[config.mk]
export PLATFORM = sky130hd
export DESIGN_NAME = vga_timing_ctrl
export DESIGN_NICKNAME = d
export VERILOG_FILES = /design/src/rtl/vga_timing_ctrl.sv
export SDC_FILE = /design/constraint.sdc
export NUM_CORES = 1
export LEC_CHECK = 0
export ABC_AREA = 1
export CAP_MARGIN = 20
export CORE_MARGIN = 8
export CORE_UTILIZATION = 30
export DETAILED_ROUTE_END_ITERATION = 12
export SLEW_MARGIN = 20
export SYNTH_ARGS = -nofsm -noshare
export SYNTH_HDL_FRONTEND = slang
export SYNTH_SLANG_ARGS = --single-unit
[constraint.sdc]
create_clock -name clk -period 1.75 [get_ports clk]
set_input_delay 0.175 -clock clk [delete_from_list [all_inputs] [get_ports clk]]
set_output_delay 0.175 -clock clk [all_outputs]
set_load 0.02 [all_outputs]
[src/rtl/vga_timing_ctrl.sv]
// 640x480@60 style raster timing generator: a clock divider produces the pixel tick,
// and every output is registered from the position that tick moves to.
module vga_timing_ctrl #(
   parameter int CLK_DIV = 4,
   parameter int H_VIS   = 640,
   parameter int H_FP    = 16,
   parameter int H_SYNC  = 96,
   parameter int H_BP    = 48,
   parameter int V_VIS   = 480,
   parameter int V_FP    = 10,
   parameter int V_SYNC  = 2,
   parameter int V_BP    = 33
) (
   input  logic       clk,
   input  logic       reset,
   output logic [9:0] hCount,
   output logic [9:0] vCount,
   output logic       bright,
   output logic       hSync,
   output logic       vSync,
   output logic       pix_en,
   output logic       frame_start
);

   localparam int H_TOTAL = H_VIS + H_FP + H_SYNC + H_BP;
   localparam int V_TOTAL = V_VIS + V_FP + V_SYNC + V_BP;
   localparam int DIV_W   = (CLK_DIV > 1) ? $clog2(CLK_DIV) : 1;

   localparam logic [DIV_W-1:0] DIV_LAST = DIV_W'(CLK_DIV - 1);
   localparam logic [9:0] H_LAST     = 10'(H_TOTAL - 1);
   localparam logic [9:0] V_LAST     = 10'(V_TOTAL - 1);
   localparam logic [9:0] H_VIS_L    = 10'(H_VIS);
   localparam logic [9:0] V_VIS_L    = 10'(V_VIS);
   localparam logic [9:0] H_SYNC_BEG = 10'(H_VIS + H_FP);
   localparam logic [9:0] H_SYNC_END = 10'(H_VIS + H_FP + H_SYNC);
   localparam logic [9:0] V_SYNC_BEG = 10'(V_VIS + V_FP);
   localparam logic [9:0] V_SYNC_END = 10'(V_VIS + V_FP + V_SYNC);

   logic [DIV_W-1:0] div_cnt_r;
   logic             tick_s;
   logic [9:0]       h_nxt_s;
   logic [9:0]       v_nxt_s;
   logic             bright_s;
   logic             hsync_s;
   logic             vsync_s;
   logic             origin_s;

   // Next raster position and the decoded outputs that belong to it.
   always_comb begin
      tick_s  = (div_cnt_r == DIV_LAST);
      h_nxt_s = hCount;
      v_nxt_s = vCount;
      if (hCount == H_LAST) begin
         h_nxt_s = 10'd0;
         if (vCount == V_LAST) begin
            v_nxt_s = 10'd0;
         end else begin
            v_nxt_s = vCount + 10'd1;
         end
      end else begin
         h_nxt_s = hCount + 10'd1;
      end
      bright_s = (h_nxt_s < H_VIS_L) && (v_nxt_s < V_VIS_L);
      hsync_s  = ~((h_nxt_s >= H_SYNC_BEG) && (h_nxt_s < H_SYNC_END));
      vsync_s  = ~((v_nxt_s >= V_SYNC_BEG) && (v_nxt_s < V_SYNC_END));
      origin_s = (h_nxt_s == 10'd0) && (v_nxt_s == 10'd0);
   end

   // Pixel-rate divider.
   always_ff @(posedge clk or negedge reset) begin
      if (!reset) begin
         div_cnt_r <= {DIV_W{1'b0}};
      end else if (tick_s) begin
         div_cnt_r <= {DIV_W{1'b0}};
      end else begin
         div_cnt_r <= div_cnt_r + DIV_W'(1'b1);
      end
   end

   // Reset parks the raster on the last pixel so the first tick lands on (0,0).
   always_ff @(posedge clk or negedge reset) begin
      if (!reset) begin
         hCount      <= H_LAST;
         vCount      <= V_LAST;
         bright      <= 1'b0;
         hSync       <= 1'b1;
         vSync       <= 1'b1;
         pix_en      <= 1'b0;
         frame_start <= 1'b0;
      end else if (tick_s) begin
         hCount      <= h_nxt_s;
         vCount      <= v_nxt_s;
         bright      <= bright_s;
         hSync       <= hsync_s;
         vSync       <= vsync_s;
         pix_en      <= 1'b1;
         frame_start <= origin_s;
      end else begin
         pix_en      <= 1'b0;
         frame_start <= 1'b0;
      end
   end

endmodule

==> results of run 1 <==
-- state kept, by name (all words and copies together) (netlist names) --
signal,cells
vCount,10
bright,1
hSync,1
vSync,1
hCount,10
div_cnt_r,2
pix_en,1
frame_start,1
-- cell usage after synthesis --
| cell type | instances |
|---|---|
| nand2_1 | 81 |
| inv_1 | 34 |
| nor2_1 | 33 |
| nand3_1 | 31 |
| o21ai_0 | 18 |
| dfrtp_1 | 15 |
| dfstp_2 | 12 |
| nand4_1 | 6 |
| ha_1 | 5 |
| o21a_1 | 4 |
| clkbuf_1 | 3 |
| a21oi_1 | 2 |
| nand4_4 | 2 |
| nor2_2 | 2 |
| and2_2 | 1 |
| buf_2 | 1 |
| buf_4 | 1 |
| buf_6 | 1 |
| inv_2 | 1 |
| nand3_2 | 1 |
| nand3b_1 | 1 |
| nor2_8 | 1 |
| nor3_1 | 1 |
| o21ai_1 | 1 |
| o21ai_2 | 1 |
| or2_2 | 1 |
| xnor2_1 | 1 |
| xor2_1 | 1 |
-- per-layer routing --
layer | vias to the layer above | track usage, %
met5 | - | 0
met3 | 5 | 1.28
met1 | 873 | 17.2
li1 | 980 | -
met2 | 76 | 21.9
met4 | 0 | 5.28
-- cell usage in the layout (no fill, tap or decap), types with 2 or more instances in the layout --
master	synthesis	final
o21ai_2	1	2
nand2_1	81	77
nand2_2	0	3
dfrtp_1	15	15
o21ai_1	1	4
buf_4	1	39
o21a_1	4	3
ha_1	5	4
nand3_1	31	24
clkdlybuf4s50_1	0	19
nand3_2	1	8
inv_2	1	2
dlygate4sd2_1	0	6
nand4_4	2	2
nor2_1	33	27
nor2_4	0	3
nand4_1	6	6
o21ai_0	18	13
clkbuf_8	0	3
inv_1	34	33
nor2_2	2	6
dfstp_2	12	12
buf_12	0	2
-- path summary, 6_finish.rpt --
kind,start,endpoint,slack [ns],cells after the start
setup / recovery,hCount[0],vSync,-0.07,10
hold / removal,reset,bright,0.26,2
setup reg to reg,hCount[0],vSync,-0.07,10
hold reg to reg,div_cnt_r[0],div_cnt_r[0],0.43,1
max in group asynchronous,reset,vCount[3],1.18,2
min in group clk,div_cnt_r[0],div_cnt_r[0],0.43,1
-- logic make-up after synthesis --
logic type	count (synthesis)	share of synthesized area, %
and+or+nand+nor	161	40.4
buffers and inverters	41	9.18
DFF	27	38.1
AOI/OAI and AO/OA	26	7.94
adders and majority gates	5	3.45
xor gates and xnor gates	2	0.966
-- power by group --
group          leakage (nW)  internal [mW]  switching, mW  total, mW
clock network        0.0228          0.164          0.216      0.380
registers             0.325          0.625              0      0.625
logic                 0.894        0.00341         0.0124     0.0158
-- critical path, stage by stage (launching register included) --
cell     delay, ns
dfstp_2       0.58
ha_4          0.19
nand2_4       0.06
nor2_4        0.10
nand4_4       0.11
buf_12        0.16
o21a_4        0.22
nor2_1        0.08
nand2_1       0.08
nor2_1        0.12
nor2_1        0.05
-- layout make-up --
| cell class | instances | area (um2) | area share, % |
|---|---|---|---|
| timing repair buffer | 68 | 599 | 22.6 |
| clock buffer | 4 | 45.0 | 1.70 |
| tap | 75 | 93.8 | 3.54 |
| multi-input combinational | 195 | 1090 | 41.1 |
| sequential | 27 | 691 | 26.1 |
| inverter | 35 | 131 | 4.96 |
-- per-stage QoR --
step	hold WS, ns	setup TNS [ns]	cell area (um2)	std cells
final	0.258	-0.163	2650	404
after global routing	0.292	-0.819	2650	404
after CTS	0.267	-0.110	2570	402
after detailed placement	0.426	-0.439	2400	391
after global placement	0.415	-0.437	2400	391
after floorplan	-0.121	0	1830	262
-- timing repair --
item,CTS,global route
setup endpoints to repair,12,14
gates cloned,1,0
gates resized for setup,20,21
pin swaps,9,5
buffers inserted,6,2
==> impl_metrics.py, run 1 <==
metrics = {
    "status": {
        "status": "finished, violations left",
        "violations": "negative setup slack",
    },
    "logic_synthesis": {
        "synth_area_leaders": "dfrtp_1 21%, dfstp_2 17%, nand2_1 17%, nand3_1 8.6%, inv_1 7.0%",
        "synth_seq_cells": 27,
        "yosysWarnings": 0,
        "syn_inst": 262,
        "synth_top_area_cell": "dfrtp_1",
        "syn_area_per_cell_um2": 6.92,
        "synth_top_area_share_pct": 20.7,
        "synth_area_um2": 1810,
        "seq_area_frac_synth_pct": 38.1,
        "synth_nets": 269,
        "yosysUniqueCellTypes": 28,
    },
    "global_routing": {
        "grt_pass1_vias": 1979,
        "grt_pass1_wl_mm": 9.47,
        "grt_max_degree": 28,
        "grt_usage_pct": 13.2,
        "grt_antenna_before_repair": 0,
        "grt.overflow.total": 0,
    },
    "route": {
        "drtAntennaViolNets": 0,
        "wl_mm": 5.59,
        "met2_length_mm": 2.56,
        "first_pass_iters": 4,
        "wl_per_cell_um": 13.8,
        "drtIter0Drc": 150,
        "drt_drc_violations_left": 0,
        "via_per_inst": 4.79,
        "wl_met1_mm": 2.58,
        "top_layer": "met4",
        "met3_length_um": 377,
        "vias": 1934,
    },
    "clock_network": {
        "root_buffer": "clkbuf_8",
        "tritoncts": "yes",
        "hold_buffers": 0,
        "cts_num_sinks": 27,
        "clkLatencyLatePin_ns": 0.28,
        "cts.clk_slew.worst_paths_ns": 0.10,
        "clockBufferDepth": 2,
        "cts_buffers": 3,
        "h-tree-depth": 1,
    },
    "critical_path": {
        "crit_path_end_kind": "flip-flop",
        "cp_data_arrival_time_ns": 2.04,
        "critPathKind": "flip-flop to flip-flop",
        "cp_max_fo": 5,
        "cp.required_ns": 1.97,
        "crit_path_start_kind": "flip-flop",
    },
    "power_and_ir_drop": {
        "leakagePower_nw": 1.24,
        "p_per_area_nw_per_um2": 385,
        "power_mw": 1.02,
        "vdd_drop_max_uv": 271,
    },
    "final_layout": {
        "utilization_pct": 45.0,
        "syn_to_final_growth_pct": 46.1,
        "layout.nets": 337,
        "drive_gt1_share_pct": 28.0,
        "antennaDiodeCount": 0,
        "num-fill-cells": 588,
    },
    "placement": {
        "pre_cts_ws_ns": -0.181,
        "port_buffers": 26,
        "dp_hpwl_mm": 3.98,
        "gp_congestion": 0.951,
    },
    "timing": {
        "slew_viol_final": 0,
        "hold_viol": 0,
        "finalSetupViolations": 4,
        "finalCritPeriodShare_pct": 104,
        "worstMarginPinSlew_ns": 0.686,
        "setup_ws_ns": -0.0686,
        "min_period_ns": 1.82,
        "fmax_ghz": 0.550,
        "clock_skew_ns": 0.00694,
        "slew_headroom_pct": 54.2,
        "rsz0062_at_grt": "true",
    },
    "floorplanning": {
        "die-width_um": 93.7,
        "rows": 28,
        "coreArea_um2": 5890,
        "dieArea_um2": 8790,
        "die_height_um": 93.7,
        "io_pins": 27,
        "initial_core_util_pct": 30.8,
    },
    "flow_run": {
        "cap_violations": 0,
    },
    "worst_hold_path": {
        "hold_path.class": "input pin to asynchronous set/reset pin",
    },
}
Power figures use the tool's default switching activity.
==> run 2, diff against run 1 <==
==> constraint.sdc (replaced) <==
create_clock -name clk -period 1.75 [get_ports clk]
set_input_delay 0.525 -clock clk [delete_from_list [all_inputs] [get_ports clk]]
set_output_delay 0.525 -clock clk [all_outputs]
set_load 0.02 [all_outputs]
==> run 2 against run 1 <==
The flow still finishes with violations (negative setup slack). Non-clock buffer count increased by 4. Cell count is 0.74% higher. Register-to-register slack worse by 0.04 ns. Critical path type unchanged. First-iteration DRC count down 3.3%. Wire length is 1.3% higher. Clock power is 2% lower. Critical endpoint is now bright. Clock skew about the same. Via count is 0.52% higher. Highest routed layer unchanged. Sequential share of layout area about the same.
==> impl_metrics.py, run 2 (same netlist as run 1, synthesis figures left out) <==
metrics = {
    "final_layout": {
        "antennaDiodeCount": 0,
        "drive_gt1_share_pct": 34.6,
        "final_common_cell": "nand2_1",
        "utilization_pct": 45.3,
        "reg_top3": "hCount: 10 flops, vCount: 10 flops, div_cnt_r: 2 flops",
        "syn_to_final_growth_pct": 47.1,
        "layout.nets": 340,
        "layout_common_cells": "70 x nand2_1, 42 x buf_4, 33 x inv_1, 23 x nand3_1, 22 x nor2_1",
    },
    "placement": {
        "dp_hpwl_mm": 3.85,
        "port_buffers": 26,
        "pre_cts_ws_ns": -0.153,
        "gp_congestion": 0.876,
    },
    "critical_path": {
        "critPathKind": "flip-flop to flip-flop",
        "crit_path_end_kind": "flip-flop",
        "cp.required_ns": 1.93,
        "rrSetupSlack_ns": -0.11,
        "r2r_start": "hCount[0]",
        "cp_data_arrival_time_ns": 2.04,
        "crit_path_start_kind": "flip-flop",
        "startpoint": "hCount[0]",
        "cp_max_fo": 6,
    },
    "timing": {
        "clock_skew_ns": 0.00644,
        "rsz0062_at_grt": "true",
        "slew_headroom_pct": 68.7,
        "setup_ws_ns": -0.106,
        "worstMarginPinSlew_ns": 0.469,
        "min_period_ns": 1.86,
        "finalSetupViolations": 5,
        "slew_viol_final": 0,
        "fmax_ghz": 0.539,
        "finalCritPeriodShare_pct": 106,
        "hold_viol": 0,
    },
    "route": {
        "drt_drc_violations_left": 0,
        "drtAntennaViolNets": 0,
        "drtIter0Drc": 145,
        "first_pass_iters": 4,
        "wl_per_cell_um": 13.9,
        "via_per_inst": 4.78,
        "vias": 1944,
        "wl_mm": 5.66,
    },
    "floorplanning": {
        "io_pins": 27,
        "initial_core_util_pct": 30.8,
        "die-width_um": 93.7,
        "rows": 28,
        "dieArea_um2": 8790,
        "die_height_um": 93.7,
        "coreArea_um2": 5890,
    },
    "clock_network": {
        "h-tree-depth": 1,
        "hold_buffers": 0,
        "cts.clk_slew.worst_paths_ns": 0.10,
        "clockBufferDepth": 2,
        "tritoncts": "yes",
        "cts_buffers": 3,
        "clkLatencyLatePin_ns": 0.28,
        "cts_num_sinks": 27,
        "root_buffer": "clkbuf_8",
    },
    "global_routing": {
        "grt_max_degree": 28,
        "grt_pass1_vias": 1791,
        "grt_antenna_before_repair": 0,
        "grt.overflow.total": 0,
        "grt_usage_pct": 12.1,
        "grt_pass1_wl_mm": 8.66,
    },
    "power_and_ir_drop": {
        "power_mw": 1.02,
        "p_per_area_nw_per_um2": 382,
        "vdd_drop_max_uv": 489,
        "leakagePower_nw": 1.29,
    },
    "worst_hold_path": {
        "holdCritStartpoint": "div_cnt_r[0]",
        "hold_path.class": "flip-flop to flip-flop",
    },
    "status": {
        "status": "finished, violations left",
        "violations": "negative setup slack",
    },
    "flow_run": {
        "cap_violations": 0,
    },
}
run 2: cell types whose count changed in the layout (fill, tap and decap cells not counted), sizes merged:
cell / change
nor2: -1
dlymetal6s2s: -1
buf: +6
clkdlybuf4s15: +2
clkbuf: +3
dlygate4sd2: +12
clkdlybuf4s50: -18
run 2: per-stage QoR:
stage                     area (um2)  setup TNS (ns)  instances  hold WS (ns)
after floorplan                 1830               0        262         0.229
after CTS                       2500          -0.381        398         0.441
after global placement          2400          -0.475        389         0.417
after detailed placement        2400          -0.593        389         0.424
final                           2670          -0.365        407         0.440
after global routing            2670           -1.46        407         0.469
run 2: path summary, 6_finish.rpt:
check	end	cells after the start
setup / recovery	bright	11
hold / removal	div_cnt_r[0]	1
setup reg to reg	bright	11
hold reg to reg	div_cnt_r[0]	1
max in group asynchronous	hCount[3]	2
min in group asynchronous	bright	2
run 2: layout make-up:
| class | count | area [um2] |
|---|---|---|
| Multi-Input combinational cell | 194 | 1120 |
| Fill cell | 593 | 3220 |
| Sequential cell | 27 | 694 |
| Inverter | 35 | 131 |
| Timing Repair Buffer | 72 | 582 |
| Tap cell | 75 | 93.8 |
| Clock buffer | 4 | 45.0 |
run 2: worst max-delay path: stages (launching register included):
cell and delay (ns):
dfstp_2 0.58, ha_4 0.19, nand4_4 0.12, nor2_8 0.18, buf_6 0.14, nand3_1 0.07
nand2_1 0.08, nand3_2 0.11, nand2_1 0.09, inv_1 0.09, nand3_2 0.08, nand2_1 0.05
run 2: where the power goes:
part	switching, mW	internal [mW]	total, mW
registers	0	0.625	0.625
logic	0.0133	0.00654	0.0198
clock network	0.209	0.163	0.373
run 2: what timing repair did:
item                                    in CTS  in global routing
pin swaps                                    8                 19
endpoints found under the setup margin      34                 22
buffers inserted                             5                 10
gates resized for setup                     51                 43
run 2: per-layer routing:
| layer | track usage [%] | up-vias | part of all wire, % |
|---|---|---|---|
| li1 | - | 978 | - |
| met1 | 15.8 | 917 | 45 |
| met2 | 20.2 | 45 | 49 |
| met3 | 2.00 | 4 | 5.1 |
| met4 | 2.64 | 0 | 0.97 |
| met5 | 0 | - | 0 |
==> run 3, diff against run 2 <==
CAP_MARGIN = default   (was 20)
CORE_UTILIZATION = 49   (was 30)
PLACE_DENSITY = 0.76   (was default)
==> run 3 against run 2 <==
Highest routed layer unchanged. Critical path depth fell by 2. The run still ends with negative setup slack left. Critical endpoint unchanged. Wire length down 5.3%. Power rose by 0.29%. Largest power group unchanged. Setup slack got worse by 0.0048 ns. Core utilization up 25 points. Global-route usage is 5.4 points higher. Clock skew is 0.00079 ns higher. Via count grew 3.3%. Die area fell by 33%. Clock-buffer cell count is 1 lower.
==> impl_metrics.py, run 3 (same netlist as run 1, synthesis figures left out) <==
metrics = {
    "status": {
        "status": "finished, violations left",
        "violations": "negative setup slack",
    },
    "floorplanning": {
        "coreArea_um2": 3610,
        "initial_core_util_pct": 50.3,
        "die-width_um": 76.8,
        "rows": 22,
        "die_height_um": 76.8,
        "io_pins": 27,
        "dieArea_um2": 5900,
    },
    "timing": {
        "hold_viol": 0,
        "worstMarginPinSlew_ns": 0.699,
        "min_period_ns": 1.86,
        "rsz0062_at_grt": "true",
        "fmax_ghz": 0.537,
        "whs_ns": 0.440,
        "finalSetupViolations": 6,
        "slew_viol_final": 0,
        "slew_headroom_pct": 53.3,
        "finalSetupTns_ns": -0.405,
        "finalCritPeriodShare_pct": 106,
        "setup_ws_ns": -0.111,
        "clock_skew_ns": 0.00724,
    },
    "final_layout": {
        "layout_common_cells": "75 x nand2_1, 32 x inv_1, 31 x buf_4, 26 x nand3_1, 20 x nor2_1",
        "antennaDiodeCount": 0,
        "final_cells": 369,
        "reg_top3": "hCount: 10 flops, vCount: 10 flops, div_cnt_r: 2 flops",
        "stdcell_area_um2": 2530,
        "drive_gt1_share_pct": 30.5,
        "final_common_cell": "nand2_1",
        "utilization_pct": 70.2,
        "layout.nets": 329,
        "syn_to_final_growth_pct": 39.5,
        "num-fill-cells": 287,
    },
    "critical_path": {
        "cp_data_arrival_time_ns": 2.05,
        "cp.required_ns": 1.94,
        "crit_path_max_incr_delay_ns": 0.57,
        "crit_path_start_kind": "flip-flop",
        "critPathSlowestCell": "dfstp_2",
        "crit_path_end_kind": "flip-flop",
        "cp_cell_sequence": "ha_4 -> nand4_4 -> nor2_8 -> nand2_2 -> xor2_4 -> nor2_2 -> nand2_2 -> nand3_1 -> nand2_1",
        "crit_top_cell": "nand2_2",
        "critPathKind": "flip-flop to flip-flop",
        "cp_max_fo": 8,
    },
    "route": {
        "via_per_inst": 5.44,
        "drtAntennaViolNets": 0,
        "vias": 2008,
        "wl_per_cell_um": 14.5,
        "first_pass_iters": 5,
        "drt_drc_violations_left": 0,
        "drtIter0Drc": 355,
        "wl_mm": 5.36,
    },
    "power_and_ir_drop": {
        "vdd_drop_max_uv": 312,
        "p_per_area_nw_per_um2": 403,
        "leakagePower_nw": 1.25,
        "power_mw": 1.02,
    },
    "clock_network": {
        "cts_num_sinks": 27,
        "cts.clk_slew.worst_paths_ns": 0.10,
        "hold_buffers": 0,
        "clockBufferDepth": 2,
        "h-tree-depth": 1,
        "cts_buffers": 3,
        "root_buffer": "clkbuf_8",
        "tritoncts": "yes",
        "clkLatencyLatePin_ns": 0.29,
    },
    "placement": {
        "post-place-cells": 355,
        "pre_cts_ws_ns": -0.171,
        "gp_congestion": 0.911,
        "port_buffers": 26,
        "dp_hpwl_mm": 3.64,
        "postPlaceCellArea_um2": 2300,
    },
    "global_routing": {
        "grt.overflow.total": 0,
        "grt_usage_pct": 17.5,
        "grt_antenna_before_repair": 0,
        "grt_pass1_wl_mm": 8.65,
        "grt_pass1_vias": 1895,
        "grt_max_degree": 28,
    },
    "flow_run": {
        "cap_violations": 0,
    },
    "worst_hold_path": {
        "hold_path.class": "flip-flop to flip-flop",
    },
}
run 3: cell types whose count changed in the layout (fill, tap and decap cells not counted), sizes merged:
cell          delta
buf             -11
dlymetal6s2s     +1
clkinv           +1
clkbuf           -2
run 3: critical path, delay by kind of cell, from the launching register on:
kind / cells / cell delay [ns]
flip-flops: 1 / 0.57
AND/OR/NAND/NOR: 7 / 0.81
XOR/XNOR: 1 / 0.22
adder cells (fa/ha/maj): 1 / 0.17
run 3: power by group:
group | switching, mW | internal (mW) | leakage, nW
combinational | 0.0118 | 0.00341 | 0.903
clock | 0.220 | 0.161 | 0.0255
sequential | 0 | 0.625 | 0.323
run 3: final cells by class:
cell class | instances | area (um2) | share of cell area (%)
Clock buffer | 3 | 41.3 | 1.63
Tap cell | 48 | 60.1 | 2.37
Sequential cell | 27 | 692 | 27.3
Multi-Input combinational cell | 194 | 1090 | 43.2
Clock inverter | 1 | 5.00 | 0.198
Inverter | 35 | 131 | 5.19
Timing Repair Buffer | 61 | 507 | 20.0
run 3: repair_timing:
item / in CTS / in global routing
endpoints found under the hold margin: 0 / 0
setup endpoints to repair: 30 / 20
setup buffers: 8 / 2
gates resized for setup: 49 / 35
pin swaps: 13 / 19
run 3: final timing paths:
kind                              start            to  slack [ns]  cells after the start
setup / recovery              hCount[1]        bright       -0.11                      9
hold / removal             div_cnt_r[0]  div_cnt_r[0]        0.44                      1
setup reg to reg              hCount[1]        bright       -0.11                      9
hold reg to reg            div_cnt_r[0]  div_cnt_r[0]        0.44                      1
max in group asynchronous         reset     hCount[3]        0.84                      2
min in group asynchronous         reset        bright        0.59                      2
run 3: metal layers:
metal	GRT usage, %	up-vias	part of all wire (%)
met2	28.7	100	48
met1	22.0	938	43
met5	0	-	0
met3	2.45	17	7.1
met4	8.27	0	2.5
li1	-	953	-
